File: config.mk
export PLATFORM = sky130hd
export DESIGN_NAME = uart_tx_mmio
export DESIGN_NICKNAME = d
export VERILOG_FILES = /design/src/rtl/uart_tx_pkg.sv /design/src/rtl/sync_fifo.sv /design/src/rtl/uart_tx_mmio.sv
export SDC_FILE = /design/constraint.sdc
export NUM_CORES = 1
export LEC_CHECK = 0
export ABC_CLOCK_PERIOD_IN_PS = 4300
export BUFFER_PORTS_ARGS = -buffer_cell sky130_fd_sc_hd__buf_2
export CAP_MARGIN = 25
export CORE_MARGIN = 2
export CORE_UTILIZATION = 59
export CTS_CLUSTER_DIAMETER = 30
export CTS_CLUSTER_SIZE = 14
export DETAILED_ROUTE_END_ITERATION = 6
export PLACE_DENSITY = 0.81
export SYNTH_ARGS = -nofsm -noshare
export SYNTH_HDL_FRONTEND = slang
export SYNTH_SLANG_ARGS = --single-unit
File: constraint.sdc
create_clock -name clk -period 4.3 [get_ports clk]
set_clock_uncertainty 0.1 [all_clocks]
set_input_delay 1.29 -clock clk [delete_from_list [all_inputs] [get_ports clk]]
set_output_delay 1.29 -clock clk [all_outputs]
set_load 0.05 [all_outputs]
File: src/rtl/uart_tx_pkg.sv
// rtl/uart_tx_pkg.sv - register map, status bit positions and serializer states for uart_tx_mmio
package uart_tx_pkg;

    localparam logic [1:0] OFF_TXDATA  = 2'd0;
    localparam logic [1:0] OFF_STATUS  = 2'd1;
    localparam logic [1:0] OFF_BAUDDIV = 2'd2;

    localparam int ST_FULL  = 1;
    localparam int ST_EMPTY = 2;
    localparam int ST_BUSY  = 3;
    localparam int ST_OVF   = 4;

    typedef enum logic [1:0] {
        IDLE,
        START,
        DATA,
        STOP
    } tx_state_t;

endpackage

File: src/rtl/sync_fifo.sv
// rtl/sync_fifo.sv - first-word-fall-through FIFO that drops pushes arriving while full
module sync_fifo #(
    parameter int WIDTH = 8,
    parameter int DEPTH = 16
) (
    input  logic                     clk,
    input  logic                     n_reset,
    input  logic                     push,
    input  logic                     pop,
    input  logic [WIDTH-1:0]         din,
    output logic [WIDTH-1:0]         dout,
    output logic                     full,
    output logic                     empty,
    output logic [$clog2(DEPTH):0]   count
);

    localparam int AW = $clog2(DEPTH);
    localparam logic [AW:0] FULL_COUNT = (AW + 1)'(DEPTH);

    logic [WIDTH-1:0] mem [DEPTH];
    logic [AW-1:0]    wr_ptr;
    logic [AW-1:0]    rd_ptr;
    logic             do_push;
    logic             do_pop;

    // Fullness is judged on the pre-edge count, so a simultaneous pop cannot rescue a push.
    assign full    = (count == FULL_COUNT);
    assign empty   = (count == '0);
    assign do_push = push && !full;
    assign do_pop  = pop && !empty;
    assign dout    = mem[rd_ptr];

    always_ff @(posedge clk) begin
        if (do_push) begin
            mem[wr_ptr] <= din;
        end
    end

    always_ff @(posedge clk or negedge n_reset) begin
        if (!n_reset) begin
            wr_ptr <= '0;
            rd_ptr <= '0;
            count  <= '0;
        end else begin
            if (do_push) begin
                wr_ptr <= wr_ptr + 1'b1;
            end
            if (do_pop) begin
                rd_ptr <= rd_ptr + 1'b1;
            end
            case ({do_push, do_pop})
                2'b10:   count <= count + 1'b1;
                2'b01:   count <= count - 1'b1;
                default: ;
            endcase
        end
    end

endmodule

File: src/rtl/uart_tx_mmio.sv
// rtl/uart_tx_mmio.sv - memory-mapped 8N1 UART transmitter with TX FIFO and programmable divisor
module uart_tx_mmio
    import uart_tx_pkg::*;
#(
    parameter logic [31:0] BASE_ADDR = 32'h0000_1000,
    parameter int          DEPTH     = 16,
    parameter logic [15:0] DIV_RESET = 16'd867
) (
    input  logic        clk,
    input  logic        n_reset,
    input  logic [1:0]  memwrite,
    input  logic [31:0] addr,
    input  logic [31:0] wd,
    output logic [31:0] rd,
    output logic        txd
);

    localparam int CW = $clog2(DEPTH) + 1;
    localparam logic [CW-1:0] FULL_COUNT = CW'(DEPTH);

    logic          hit;
    logic [1:0]    offset;
    logic          bus_wr;
    logic          push;
    logic          pop;
    logic [7:0]    fifo_dout;
    logic          fifo_full;
    logic          fifo_empty;
    logic [CW-1:0] fifo_count;
    logic          ovf;
    logic [15:0]   bauddiv;
    logic          busy;
    logic          unused_bits;

    tx_state_t     state;
    tx_state_t     state_next;
    logic [7:0]    shreg;
    logic [2:0]    bit_idx;
    logic [15:0]   timer;
    logic [15:0]   reload;
    logic          bit_end;

    assign hit         = (addr[31:4] == BASE_ADDR[31:4]);
    assign offset      = addr[3:2];
    assign bus_wr      = (memwrite != 2'b00) && hit;
    assign push        = bus_wr && (offset == OFF_TXDATA);
    assign busy        = (state != IDLE);
    assign bit_end     = (timer == 16'd0);
    assign unused_bits = ^{addr[1:0], wd[31:16]};

    sync_fifo #(
        .WIDTH (8),
        .DEPTH (DEPTH)
    ) u_fifo (
        .clk     (clk),
        .n_reset (n_reset),
        .push    (push),
        .pop     (pop),
        .din     (wd[7:0]),
        .dout    (fifo_dout),
        .full    (fifo_full),
        .empty   (fifo_empty),
        .count   (fifo_count)
    );

    always_ff @(posedge clk or negedge n_reset) begin
        if (!n_reset) begin
            ovf     <= 1'b0;
            bauddiv <= DIV_RESET;
        end else begin
            if (push && (fifo_count == FULL_COUNT)) begin
                ovf <= 1'b1;
            end else if (bus_wr && (offset == OFF_STATUS) && wd[ST_OVF]) begin
                ovf <= 1'b0;
            end
            if (bus_wr && (offset == OFF_BAUDDIV)) begin
                bauddiv <= wd[15:0];
            end
        end
    end

    always_comb begin
        rd = 32'h0;
        if (hit) begin
            case (offset)
                OFF_STATUS: begin
                    rd[ST_OVF]   = ovf;
                    rd[ST_BUSY]  = busy;
                    rd[ST_EMPTY] = fifo_empty;
                    rd[ST_FULL]  = fifo_full;
                end
                OFF_BAUDDIV: rd[15:0] = bauddiv;
                default: ;
            endcase
        end
    end

    always_ff @(posedge clk or negedge n_reset) begin
        if (!n_reset) begin
            state <= IDLE;
        end else begin
            state <= state_next;
        end
    end

    // STOP chains straight into START when more data is queued, giving gapless frames.
    always_comb begin
        state_next = state;
        pop        = 1'b0;
        case (state)
            IDLE: begin
                if (!fifo_empty) begin
                    pop        = 1'b1;
                    state_next = START;
                end
            end
            START: begin
                if (bit_end) begin
                    state_next = DATA;
                end
            end
            DATA: begin
                if (bit_end && (bit_idx == 3'd7)) begin
                    state_next = STOP;
                end
            end
            STOP: begin
                if (bit_end) begin
                    if (!fifo_empty) begin
                        pop        = 1'b1;
                        state_next = START;
                    end else begin
                        state_next = IDLE;
                    end
                end
            end
            default: state_next = IDLE;
        endcase
    end

    // The divisor is captured only when a frame is loaded, so mid-frame writes wait for the next frame.
    always_ff @(posedge clk or negedge n_reset) begin
        if (!n_reset) begin
            shreg   <= 8'h00;
            bit_idx <= 3'd0;
            timer   <= 16'd0;
            reload  <= 16'd0;
            txd     <= 1'b1;
        end else if (pop) begin
            shreg  <= fifo_dout;
            reload <= bauddiv;
            timer  <= bauddiv;
            txd    <= 1'b0;
        end else if (state != IDLE) begin
            if (bit_end) begin
                timer <= reload;
                case (state)
                    START: begin
                        txd     <= shreg[0];
                        bit_idx <= 3'd0;
                    end
                    DATA: begin
                        if (bit_idx == 3'd7) begin
                            txd <= 1'b1;
                        end else begin
                            bit_idx <= bit_idx + 1'b1;
                            shreg   <= shreg >> 1;
                            txd     <= shreg[1];
                        end
                    end
                    default: txd <= 1'b1;
                endcase
            end else begin
                timer <= timer - 1'b1;
            end
        end
    end

endmodule
==> qor.csv, run 1 <==
stage;metric;value;unit
outcome;run_status;finished clean;
worst_setup_path;crit_chain;buf_2 > nor4_1 > nand4_1 > nor2_1 > buf_4 > and3_1 > buf_2;
floorplan;start_util;60.8;%
timing;final_min_period_over_clock_period;97.8;%
worst_setup_path;timing.reg2reg.setup_slack;0.49;ns
detailed_routing;ant_nets;0;
clocking;number_of_hold_buffers_added_after_cts;0;
worst_hold_path;holdPathStages;1;
detailed_routing;routed_wirelength;21900;um
worst_setup_path;number_of_buffers_and_inverters_on_the_critical_path;3;
detailed_routing;drt-wirelength-per-cell;22.5;um
timing;timing.final.hold_violations;0;
clocking;root_buffer;sky130_fd_sc_hd__clkbuf_16;
power_and_ir_drop;internal_power;3970;uW
worst_setup_path;rr_worst_depth;15;
worst_setup_path;worst_ep_arrival_time;2.81;ns
timing;slew_violations;0;
clocking;tritoncts;done;
cells_and_area;final_core_utilization;72.1;%
logic_synthesis;synth.ff_latch_count;204;
detailed_routing;initialDrtViolationCount;619;
worst_setup_path;cpPeakStageDelay;0.34;ns
clocking;cts.sinks;204;
worst_setup_path;endpoint;rd[8];
timing;worst_slew_pin_slew;0.704;ns
timing;slew-limit-headroom;53.0;%
cells_and_area;antenna-diode-count;0;
placed_design;gp_congestion;0.843;
worst_setup_path;critical-path-slowest-cell;sky130_fd_sc_hd__nor4_1;
power_and_ir_drop;pwr-share-seq;40.7;%
power_and_ir_drop;power.share.clock;49.9;%
run;cap_viol_max_count;0;
detailed_routing;routed_vias;6089;
cells_and_area;drive_gt1_share;29.8;%
timing;max_freq;238;MHz
global_routing;grtUsageMet2;46.2;%
worst_hold_path;worstHoldPathType;reg2reg;
global_routing;grtUsageTotal;27.2;%
global_routing;grt_pass1_wl;34300;um
global_routing;globalRouteMet3Util;4.67;%
worst_setup_path;critical_path.endpoint_type;output port;
worst_setup_path;timing.rr.end;u_fifo.count[4];
cells_and_area;layout_area_growth_over_synthesis;18.6;%
clocking;post-cts-setup-buffers;0;
floorplan;floorplan.die_area;0.0167;mm2
cells_and_area;layout_common_cells;sky130_fd_sc_hd__edfxtp_1 (128), sky130_fd_sc_hd__dfrtp_1 (68), sky130_fd_sc_hd__buf_2 (65);
timing;post-route-worst-setup-slack;0.0967;ns
worst_setup_path;path_delay_family;simple AND/OR/NAND/NOR gates;
worst_setup_path;crit-reg2reg-launch;timer[0];
logic_synthesis;post_synth_num_cell_types;64;
power_and_ir_drop;power.net_switching;1290;uW
global_routing;number_of_global_route_vias_before_repair;6186;
logic_synthesis;yosysWarningCount;0;
power_and_ir_drop;ir_worst_vdd;455;uV
power_and_ir_drop;static-leakage-power;0.00444;uW
timing;min_period;4.20;ns
floorplan;design.portCount;101;
global_routing;grtUsageMet1;35.6;%
power_and_ir_drop;p_comb_share;9.5;%
clocking;cts_max_level;2;
floorplan;std_cell_rows;45;
floorplan;dieHeight;129;um
worst_setup_path;timing.critical_path.fanout_max;12;
placed_design;port-buffer-count;66;
logic_synthesis;ys_dominant_reg_cell;sky130_fd_sc_hd__edfxtp_1;
worst_setup_path;setup.worst_path.class;in2out;
global_routing;antenna_found_initial;0;
cells_and_area;layout_commonest_cell;sky130_fd_sc_hd__edfxtp_1;
power_and_ir_drop;power_density;478;mW/mm2
worst_setup_path;cp-start-kind;input pin;
global_routing;maximum_number_of_pins_on_one_net_before_global_route_repair;77;
detailed_routing;drt_drc_violations_left;0;
worst_setup_path;crit_required;2.91;ns
floorplan;core-area;0.0153;mm2
logic_synthesis;synth_edf_count;128;
worst_setup_path;cp.depth;7;
logic_synthesis;netlist_instances;637;
logic_synthesis;async_reset_ff_share;37.3;%
worst_setup_path;setup.worst_path.start;addr[14];
detailed_routing;drtPass1Iterations;5;
power_and_ir_drop;power_switching_share;24.5;%
placed_design;hpwlAfterDp;13400;um
clocking;numCtsBuffers;36;
global_routing;global_route.overflow_total;0;
clocking;ctsResizeCount;0;
timing;rsz0062_at_grt;false;
floorplan;die_width;129;um
clocking;clock_path_buffers;3;
detailed_routing;vias_per_cell;6.26;
logic_synthesis;syn_area;0.00927;mm2
logic_synthesis;syn_area_per_cell;14.6;um2
placed_design;place_ws;0.168;ns
clocking;worstSkewPairLatency;0.50;ns
global_routing;grt.busiest_layer;met2;
logic_synthesis;portion_of_the_post_synthesis_area_used_by_sequential_elements;62.0;%
worst_setup_path;path_common_cell;sky130_fd_sc_hd__buf_2;
clocking;clk_pin_slew;0.05;ns
timing;setup_viol;0;
cells_and_area;nNetsFinal;823;
==> layer usage <==
layer | vias to the layer above | wire length, um
met5 | - | 0
met3 | 60 | 1430
met2 | 325 | 11500
li1 | 2638 | -
met1 | 3066 | 8290
met4 | 0 | 635
==> layout make-up <==
type,instances,area (um2)
tap,211,264
multi-input combinational,382,3200
sequential,204,5760
inverter,18,70.1
clock inverter,22,179
clock buffer,41,962
fill,900,4260
timing repair buffer,94,563
==> synth_stat cells (all sizes together) (8+ instances only) <==
library cell    n  area share, %
edfxtp        128             41
dfrtp          69             19
mux4           40            9.7
o21ai          38            2.1
buf            36            2.8
nor2           35            1.4
nand2          29            1.3
mux2           25            3.0
nand3          25            1.3
nor3           21            1.1
ha             19            2.6
inv            17           0.72
and3           14           0.94
nor4           13            1.2
clkbuf         12           0.49
a21oi          10           0.54
mux2i           8           0.86
xnor2           8           0.76
==> how the worst min path moves through the flow <==
stage                       endpoint        from
after detailed placement   reload[8]   reload[8]
after global routing       reload[6]   reload[6]
after CTS                  reload[4]   reload[4]
after global placement     reload[6]   reload[6]
final                      reload[6]   reload[6]
after floorplan           reload[10]  reload[10]
==> power by group through the flow <==
stage	sequential, uW	combinational, uW	clock [uW]
global placement	2170	461	0
detailed placement	2170	484	0
finish	2140	499	2620
floorplan	2190	359	0
global route	2140	544	2730
CTS	2140	491	2650
==> stage by stage <==
step | TNS, ns | total power, uW | std cells | hold WS, ns | area, um2
4_1_cts | 0 | 5270 | 970 | 0.389 | 11000
2_1_floorplan | -0.316 | 2550 | 652 | 0.353 | 9330
3_5_place_dp | 0 | 2660 | 907 | 0.373 | 9820
3_3_place_gp | 0 | 2630 | 906 | 0.363 | 9810
5_1_grt | 0 | 5420 | 972 | 0.409 | 11000
6_report | 0 | 5260 | 972 | 0.388 | 11000
==> kinds of logic after synthesis <==
kind of cell,share of synthesized area (%)
other cells,0.0404
flops,62.0
compound gates,6.72
fa+ha+maj,2.56
simple gates,9.78
buf+inv,4.01
mux,13.6
xor+xnor,1.23
==> sequential cells by signal (all words and copies together), names as in the netlist <==
| signal | cells |
|---|---|
| bauddiv | 16 |
| bit_idx | 3 |
| ovf | 1 |
| reload | 16 |
| shreg | 8 |
| state | 2 |
| timer | 16 |
| txd | 1 |
| u_fifo.count | 5 |
| u_fifo.mem | 128 |
| u_fifo.rd_ptr | 4 |
| u_fifo.wr_ptr | 4 |
Note: power is estimated with default switching activity, not from simulation.
==> inputs of run 2 (changes only) <==
--- a/config.mk
+++ b/config.mk
@@ -9,11 +9,12 @@
 export BUFFER_PORTS_ARGS = -buffer_cell sky130_fd_sc_hd__buf_2
 export CAP_MARGIN = 25
 export CORE_MARGIN = 2
-export CORE_UTILIZATION = 59
+export CORE_UTILIZATION = 53
 export CTS_CLUSTER_DIAMETER = 30
 export CTS_CLUSTER_SIZE = 14
 export DETAILED_ROUTE_END_ITERATION = 6
-export PLACE_DENSITY = 0.81
+export PLACE_DENSITY = 0.74
+export SLEW_MARGIN = 20
 export SYNTH_ARGS = -nofsm -noshare
 export SYNTH_HDL_FRONTEND = slang
 export SYNTH_SLANG_ARGS = --single-unit
==> constraint.sdc (replaced) <==
create_clock -name clk -period 4.3 [get_ports clk]
set_clock_uncertainty 0.1 [all_clocks]
set_input_delay 1.29 -clock clk [delete_from_list [all_inputs] [get_ports clk]]
set_output_delay 1.29 -clock clk [all_outputs]
set_load 0.1 [all_outputs]
==> run 2 against run 1 <==
Hold slack worse by 0.00095 ns. Register-to-register slack lost 0.09 ns. Setup slack improved by 0.14 ns. Cell count rose by 2.1%. Total power increased by 8.9%. Core utilization is 5.3 points lower. Die area rose by 11%.
==> qor.csv, run 2 (synthesized netlist as in run 1, its figures left out) <==
stage;metric;value;unit;change
detailed_routing;initialDrtViolationCount;455;;-26%
power_and_ir_drop;static-leakage-power;0.00459;uW;+3.4%
placed_design;port-buffer-count;66;;unchanged
floorplan;design.portCount;101;;unchanged
clocking;root_buffer;sky130_fd_sc_hd__clkbuf_16;;
detailed_routing;drtPass1Iterations;7;;+2
worst_setup_path;worst_ep_arrival_time;2.67;ns;-0.14 ns
cells_and_area;layout_area_growth_over_synthesis;23.8;%;
power_and_ir_drop;ir_worst_vdd;331;uV;-27%
worst_setup_path;crit-reg2reg-launch;timer[0];;
worst_setup_path;critical_path.endpoint_type;output port;;
floorplan;start_util;54.0;%;-6.8 points
timing;finalHoldWorstSlack;0.387;ns;-0.000951 ns
detailed_routing;drt_drc_violations_left;0;;unchanged
cells_and_area;final_core_utilization;66.8;%;-5.3 points
placed_design;gp_congestion;0.825;;-2.2%
timing;final_min_period_over_clock_period;94.4;%;-3.3 points
power_and_ir_drop;power_density;499;mW/mm2;+4.4%
cells_and_area;largest-register;u_fifo.mem;;
power_and_ir_drop;power.net_switching;1400;uW;+8.6%
global_routing;number_of_global_route_vias_before_repair;6143;;-0.70%
floorplan;floorplan.die_area;0.0186;mm2;+11%
timing;timing.final.hold_violations;0;;unchanged
cells_and_area;number_of_flip_flops_under_the_largest_register_name;128;;unchanged
timing;worst_slew_pin_slew;0.758;ns;+0.0543 ns
detailed_routing;vias_per_cell;5.94;;-5.1%
timing;setup_viol;0;;unchanged
global_routing;grt_pass1_wl;33600;um;-2.0%
global_routing;maximum_number_of_pins_on_one_net_before_global_route_repair;77;;unchanged
clocking;clock_path_buffers;3;;unchanged
timing;rsz0062_at_grt;false;;
worst_hold_path;hold_start;reload[8];;
outcome;run_status;finished clean;;
clocking;number_of_hold_buffers_added_after_cts;0;;unchanged
clocking;cts.sinks;204;;unchanged
power_and_ir_drop;pwr-share-seq;37.4;%;-3.3 points
power_and_ir_drop;power_switching_share;24.5;%;-0.080 points
worst_setup_path;timing.critical_path.fanout_max;12;;unchanged
power_and_ir_drop;fin_total_pwr;5730;uW;+8.9%
cells_and_area;antenna-diode-count;0;;unchanged
cells_and_area;nNetsFinal;826;;+0.36%
timing;max_freq;246;MHz;+3.5%
clocking;numCtsBuffers;38;;+5.6%
detailed_routing;ant_nets;0;;unchanged
floorplan;dieHeight;136;um;+5.3%
floorplan;core-area;0.0172;mm2;+13%
cells_and_area;drive_gt1_share;32.6;%;+2.8 points
timing;final.setup.tns;0;ns;unchanged
floorplan;die_width;136;um;+5.3%
global_routing;antenna_found_initial;0;;unchanged
global_routing;global_route.overflow_total;0;;unchanged
clocking;worstSkewPairLatency;0.52;ns;+0.02 ns
clocking;tritoncts;done;;
clocking;cts_max_level;2;;unchanged
clocking;clk_pin_slew;0.04;ns;about the same
detailed_routing;drt-wirelength-per-cell;21.4;um;-4.8%
timing;slew_violations;0;;unchanged
worst_setup_path;crit_required;2.91;ns;about the same
global_routing;grtUsageTotal;23.7;%;-3.5 points
run;cap_viol_max_count;0;;unchanged
worst_setup_path;cp-start-kind;input pin;;
power_and_ir_drop;p_comb_share;9.6;%;about the same
timing;slew-limit-headroom;49.5;%;-3.5 points
clocking;ctsResizeCount;0;;unchanged
detailed_routing;routed_wirelength;21300;um;-2.9%
detailed_routing;routed_vias;5896;;-3.2%
timing;min_period;4.06;ns;-0.143 ns
worst_hold_path;worstHoldPathType;reg2reg;;
worst_setup_path;setup.worst_path.start;addr[27];;
power_and_ir_drop;internal_power;4330;uW;+9.0%
floorplan;std_cell_rows;48;;+6.7%
cells_and_area;layout_common_cells;sky130_fd_sc_hd__edfxtp_1 (128), sky130_fd_sc_hd__dfrtp_1 (68), sky130_fd_sc_hd__buf_2 (50);;
placed_design;hpwlAfterDp;13300;um;-0.45%
clocking;post-cts-setup-buffers;0;;unchanged
power_and_ir_drop;power.share.clock;53.1;%;+3.2 points
worst_setup_path;setup.worst_path.class;in2out;;
cells_and_area;layout_commonest_cell;sky130_fd_sc_hd__edfxtp_1;;
[run 2: cell count changes in the layout (fill, tap and decap cells not counted), sizes merged]
cell,delta
inv,+1
buf,+2
clkbuf,+1
clkinvlp,-3
bufinv,+5
[run 2: power groups by stage]
stage / logic (uW) / registers [uW] / clock network [uW]
after floorplan: 389 / 2210 / 0
after global placement: 514 / 2170 / 0
after detailed placement: 534 / 2170 / 0
after CTS: 539 / 2140 / 3070
after global routing: 597 / 2140 / 3160
final: 547 / 2140 / 3040
[run 2: metrics by stage]
stage | area [um2] | worst slack [ns] | cells
2_1_floorplan | 9350 | -0.276 | 652
3_3_place_gp | 10100 | 0.264 | 922
3_5_place_dp | 10100 | 0.232 | 922
4_1_cts | 11400 | 0.226 | 990
5_1_grt | 11500 | 0.119 | 992
6_report | 11500 | 0.240 | 992
[run 2: worst paths after layout]
| kind | endpoint | slack [ns] | cells after the start |
|---|---|---|---|
| hold / removal | reload[8] | 0.39 | 1 |
| min in group asynchronous | shreg[7] | 0.57 | 1 |
| setup / recovery | rd[0] | 0.24 | 7 |
| max in group asynchronous | bauddiv[8] | 2.89 | 2 |
| hold reg to reg | reload[8] | 0.39 | 1 |
| setup reg to reg | u_fifo.count[4] | 0.40 | 15 |
[run 2: metal layers]
| metal | wire length [um] | track usage [%] | vias up |
|---|---|---|---|
| li1 | - | - | 2637 |
| met1 | 8630 | 30.9 | 3021 |
| met2 | 11300 | 41.4 | 200 |
| met3 | 927 | 3.95 | 38 |
| met4 | 399 | 6.60 | 0 |
| met5 | 0 | 0 | - |
[run 2: final cells by class]
| class | instances | area [um2] |
|---|---|---|
| Fill cell | 1162 | 5700 |
| Timing Repair Buffer | 95 | 808 |
| Sequential cell | 204 | 5760 |
| Tap cell | 225 | 282 |
| Clock buffer | 43 | 990 |
| Clock inverter | 25 | 344 |
| Inverter | 18 | 70.1 |
| Multi-Input combinational cell | 382 | 3230 |
[run 2: critical path: stages]
cell and delay (ns):
sky130_fd_sc_hd__buf_2 0.10, sky130_fd_sc_hd__nor4_1 0.27, sky130_fd_sc_hd__nand3_1 0.22, sky130_fd_sc_hd__nor2_1 0.18, sky130_fd_sc_hd__buf_4 0.20, sky130_fd_sc_hd__and3_1 0.22
sky130_fd_sc_hd__buf_12 0.18
==> inputs of run 3 (changes only) <==
--- a/config.mk
+++ b/config.mk
@@ -14,6 +14,8 @@
 export CTS_CLUSTER_SIZE = 14
 export DETAILED_ROUTE_END_ITERATION = 6
 export PLACE_DENSITY = 0.74
+export RECOVER_POWER = 25
+export SETUP_SLACK_MARGIN = 0.15
 export SLEW_MARGIN = 20
 export SYNTH_ARGS = -nofsm -noshare
 export SYNTH_HDL_FRONTEND = slang
==> run 3 against run 2 <==
Global-route usage shrank 0.51 points. Non-clock buffer count increased by 3. Total power is 0.84% lower. Sequential power is essentially flat. First-iteration DRC count down 15%. Setup slack better by 0.0063 ns. Sequential share of layout area down 0.16 points. Core utilization grew 0.22 points. Clock-buffer cell count is 4 higher. Critical path type unchanged. Largest cell class unchanged.
==> qor.csv, run 3 (synthesized netlist as in run 1, its figures left out) <==
stage;metric;value;unit;change
cells_and_area;number_of_flip_flops_under_the_largest_register_name;128;;unchanged
cells_and_area;final.fill_count;1175;;+1.1%
power_and_ir_drop;pwr-share-seq;37.7;%;+0.3 points
cells_and_area;drive_gt1_share;33.1;%;+0.52 points
worst_setup_path;timing.critical_path.fanout_max;12;;unchanged
clocking;clk_pin_slew;0.04;ns;about the same
detailed_routing;ant_nets;0;;unchanged
cells_and_area;sequential_cell_area;0.00576;mm2;unchanged
worst_setup_path;worst_ep_arrival_time;2.66;ns;about the same
detailed_routing;drt_drc_violations_left;0;;unchanged
floorplan;start_util;54.0;%;unchanged
timing;worst_slew_pin_slew;1.38;ns;+0.619 ns
power_and_ir_drop;power_density;493;mW/mm2;-1.2%
floorplan;dieHeight;136;um;unchanged
worst_setup_path;path_delay_family;simple AND/OR/NAND/NOR gates;;
timing;max_freq;247;MHz;+0.16%
detailed_routing;drt-wirelength-per-cell;21.0;um;-2.1%
cells_and_area;largest-register;u_fifo.mem;;
clocking;cts.sinks;204;;unchanged
clocking;worstSkewPairLatency;0.52;ns;about the same
detailed_routing;drtPass1Iterations;5;;-2
floorplan;std_cell_rows;48;;unchanged
placed_design;gp_congestion;0.818;;-0.85%
power_and_ir_drop;power.share.clock;52.4;%;-0.7 points
placed_design;port-buffer-count;66;;unchanged
timing;slew-limit-headroom;8.21;%;-41 points
worst_setup_path;cp-start-kind;input pin;;
floorplan;die_width;136;um;unchanged
placed_design;hpwlAfterDp;13300;um;-0.63%
outcome;run_status;finished clean;;
cells_and_area;layout_common_cells;sky130_fd_sc_hd__edfxtp_1 (128), sky130_fd_sc_hd__dfrtp_1 (68), sky130_fd_sc_hd__buf_2 (44);;
worst_setup_path;crit_required;2.91;ns;about the same
timing;rsz0062_at_grt;false;;
timing;min_period;4.05;ns;-0.00631 ns
placed_design;numPlacedInstances;924;;+0.22%
global_routing;maximum_number_of_pins_on_one_net_before_global_route_repair;77;;unchanged
clocking;number_of_hold_buffers_added_after_cts;0;;unchanged
clocking;numCtsBuffers;40;;+5.3%
cells_and_area;nNetsFinal;831;;+0.61%
detailed_routing;routed_vias;5899;;+0.051%
cells_and_area;antenna-diode-count;0;;unchanged
global_routing;global_route.overflow_total;0;;unchanged
power_and_ir_drop;power_switching_share;25.9;%;+1.5 points
cells_and_area;multiInputGateArea;0.00327;mm2;+1.2%
floorplan;core-area;0.0172;mm2;unchanged
power_and_ir_drop;static-leakage-power;0.00456;uW;-0.54%
global_routing;grtUsageTotal;23.2;%;-0.51 points
clocking;root_buffer;sky130_fd_sc_hd__clkbuf_16;;
floorplan;floorplan.die_area;0.0186;mm2;unchanged
cells_and_area;layout_area_growth_over_synthesis;24.2;%;
detailed_routing;vias_per_cell;5.89;;-0.85%
worst_setup_path;setup.worst_path.class;in2out;;
power_and_ir_drop;power.net_switching;1470;uW;+5.2%
power_and_ir_drop;p_comb_share;9.9;%;+0.3 points
floorplan;design.portCount;101;;unchanged
timing;slew_violations;0;;unchanged
power_and_ir_drop;internal_power;4210;uW;-2.8%
cells_and_area;layout_commonest_cell;sky130_fd_sc_hd__edfxtp_1;;
run;cap_viol_max_count;0;;unchanged
timing;final_min_period_over_clock_period;94.3;%;-0.15 points
clocking;clock_path_buffers;3;;unchanged
cells_and_area;final_cell_count_no_fill;1001;;+0.91%
clocking;cts_max_level;2;;unchanged
worst_setup_path;crit_chain;buf_2 > nor4b_2 > nand4_1 > nor2_2 > buf_6 > and3_2 > buf_12;;
worst_setup_path;number_of_buffers_and_inverters_on_the_critical_path;3;;unchanged
global_routing;grt_pass1_wl;32700;um;-2.7%
power_and_ir_drop;fin_total_pwr;5680;uW;-0.84%
detailed_routing;initialDrtViolationCount;389;;-15%
global_routing;antenna_found_initial;0;;unchanged
detailed_routing;routed_wirelength;21000;um;-1.2%
timing;timing.final.hold_violations;0;;unchanged
power_and_ir_drop;ir_worst_vdd;626;uV;+89%
worst_hold_path;worstHoldPathType;reg2reg;;
worst_setup_path;cpPeakStageDelay;0.28;ns;about the same
timing;final.setup.tns;0;ns;unchanged
worst_setup_path;timing.reg2reg.setup_slack;0.42;ns;+0.02 ns
timing;setup_viol;0;;unchanged
worst_setup_path;critical-path-slowest-cell;sky130_fd_sc_hd__nor4b_2;;
clocking;tritoncts;done;;
worst_setup_path;critical_path.endpoint_type;output port;;
global_routing;number_of_global_route_vias_before_repair;6118;;-0.41%
-- run 3: changes by cell type in the layout (fill, tap and decap cells not counted), sizes merged --
cell / before / now
clkinvlp: 2 / 6
clkinv: 17 / 9
inv: 18 / 28
bufinv: 6 / 2
clkbuf: 43 / 54
buf: 95 / 91
-- run 3: metrics by stage --
step	hold WS, ns	setup slack, ns	cell area [um2]	util, %
6_report	0.383	0.246	11500	67.0
4_1_cts	0.385	0.190	11500	66.8
5_1_grt	0.410	0.171	11500	67.0
3_3_place_gp	0.364	0.205	10100	59.1
3_5_place_dp	0.377	0.146	10100	59.1
2_1_floorplan	0.353	0.100	9380	-
-- run 3: path summary, 6_finish.rpt --
path,start,end,cells after the start
worst max-delay path,addr[13],rd[10],7
worst min-delay path,reload[6],reload[6],1
worst max register to register,timer[0],u_fifo.count[4],15
worst min register to register,reload[6],reload[6],1
max in group asynchronous,n_reset,bauddiv[9],2
min in group asynchronous,n_reset,shreg[5],1
-- run 3: metal layers --
metal	share of wire [%]	vias up	global-route usage, %
li1	-	2661	-
met1	40	3006	29.5
met2	54	187	40.0
met3	4.7	45	4.55
met4	2.1	0	8.22
met5	0	-	0
-- run 3: area by class of cell --
class	count	area share, %
sequential	204	50.0
multi-input combinational	382	28.4
clock buffer	47	9.09
timing repair buffer	98	7.15
tap	225	2.44
clock inverter	27	2.36
inverter	18	0.608
-- run 3: power by group through the flow --
stage	sequential, uW	combinational (uW)	clock, uW
global placement	2170	526	0
global route	2140	611	3110
CTS	2140	553	3010
finish	2140	561	2980
detailed placement	2170	550	0
floorplan	2210	390	0
-- run 3: worst reg2reg max path, stage by stage, from the launching register on --
cell and delay [ns]:
sky130_fd_sc_hd__dfrtp_1 0.42, sky130_fd_sc_hd__inv_1 0.12, sky130_fd_sc_hd__ha_1 0.21, sky130_fd_sc_hd__nor4b_1 0.42, sky130_fd_sc_hd__and4_1 0.32, sky130_fd_sc_hd__a21o_4 0.30, sky130_fd_sc_hd__nand2_4 0.19, sky130_fd_sc_hd__inv_4 0.32
sky130_fd_sc_hd__ha_1 0.38, sky130_fd_sc_hd__xor2_1 0.19, sky130_fd_sc_hd__ha_1 0.21, sky130_fd_sc_hd__a21oi_1 0.08, sky130_fd_sc_hd__o21ai_0 0.17, sky130_fd_sc_hd__a22oi_1 0.09, sky130_fd_sc_hd__nor2_1 0.15, sky130_fd_sc_hd__xnor2_1 0.14
-- run 3: what timing repair did --
action | in CTS | in global routing
buffers inserted | 1 | 0
resized for setup | 1 | 3
pin swaps | 1 | 2
setup endpoints to repair | 12 | 12
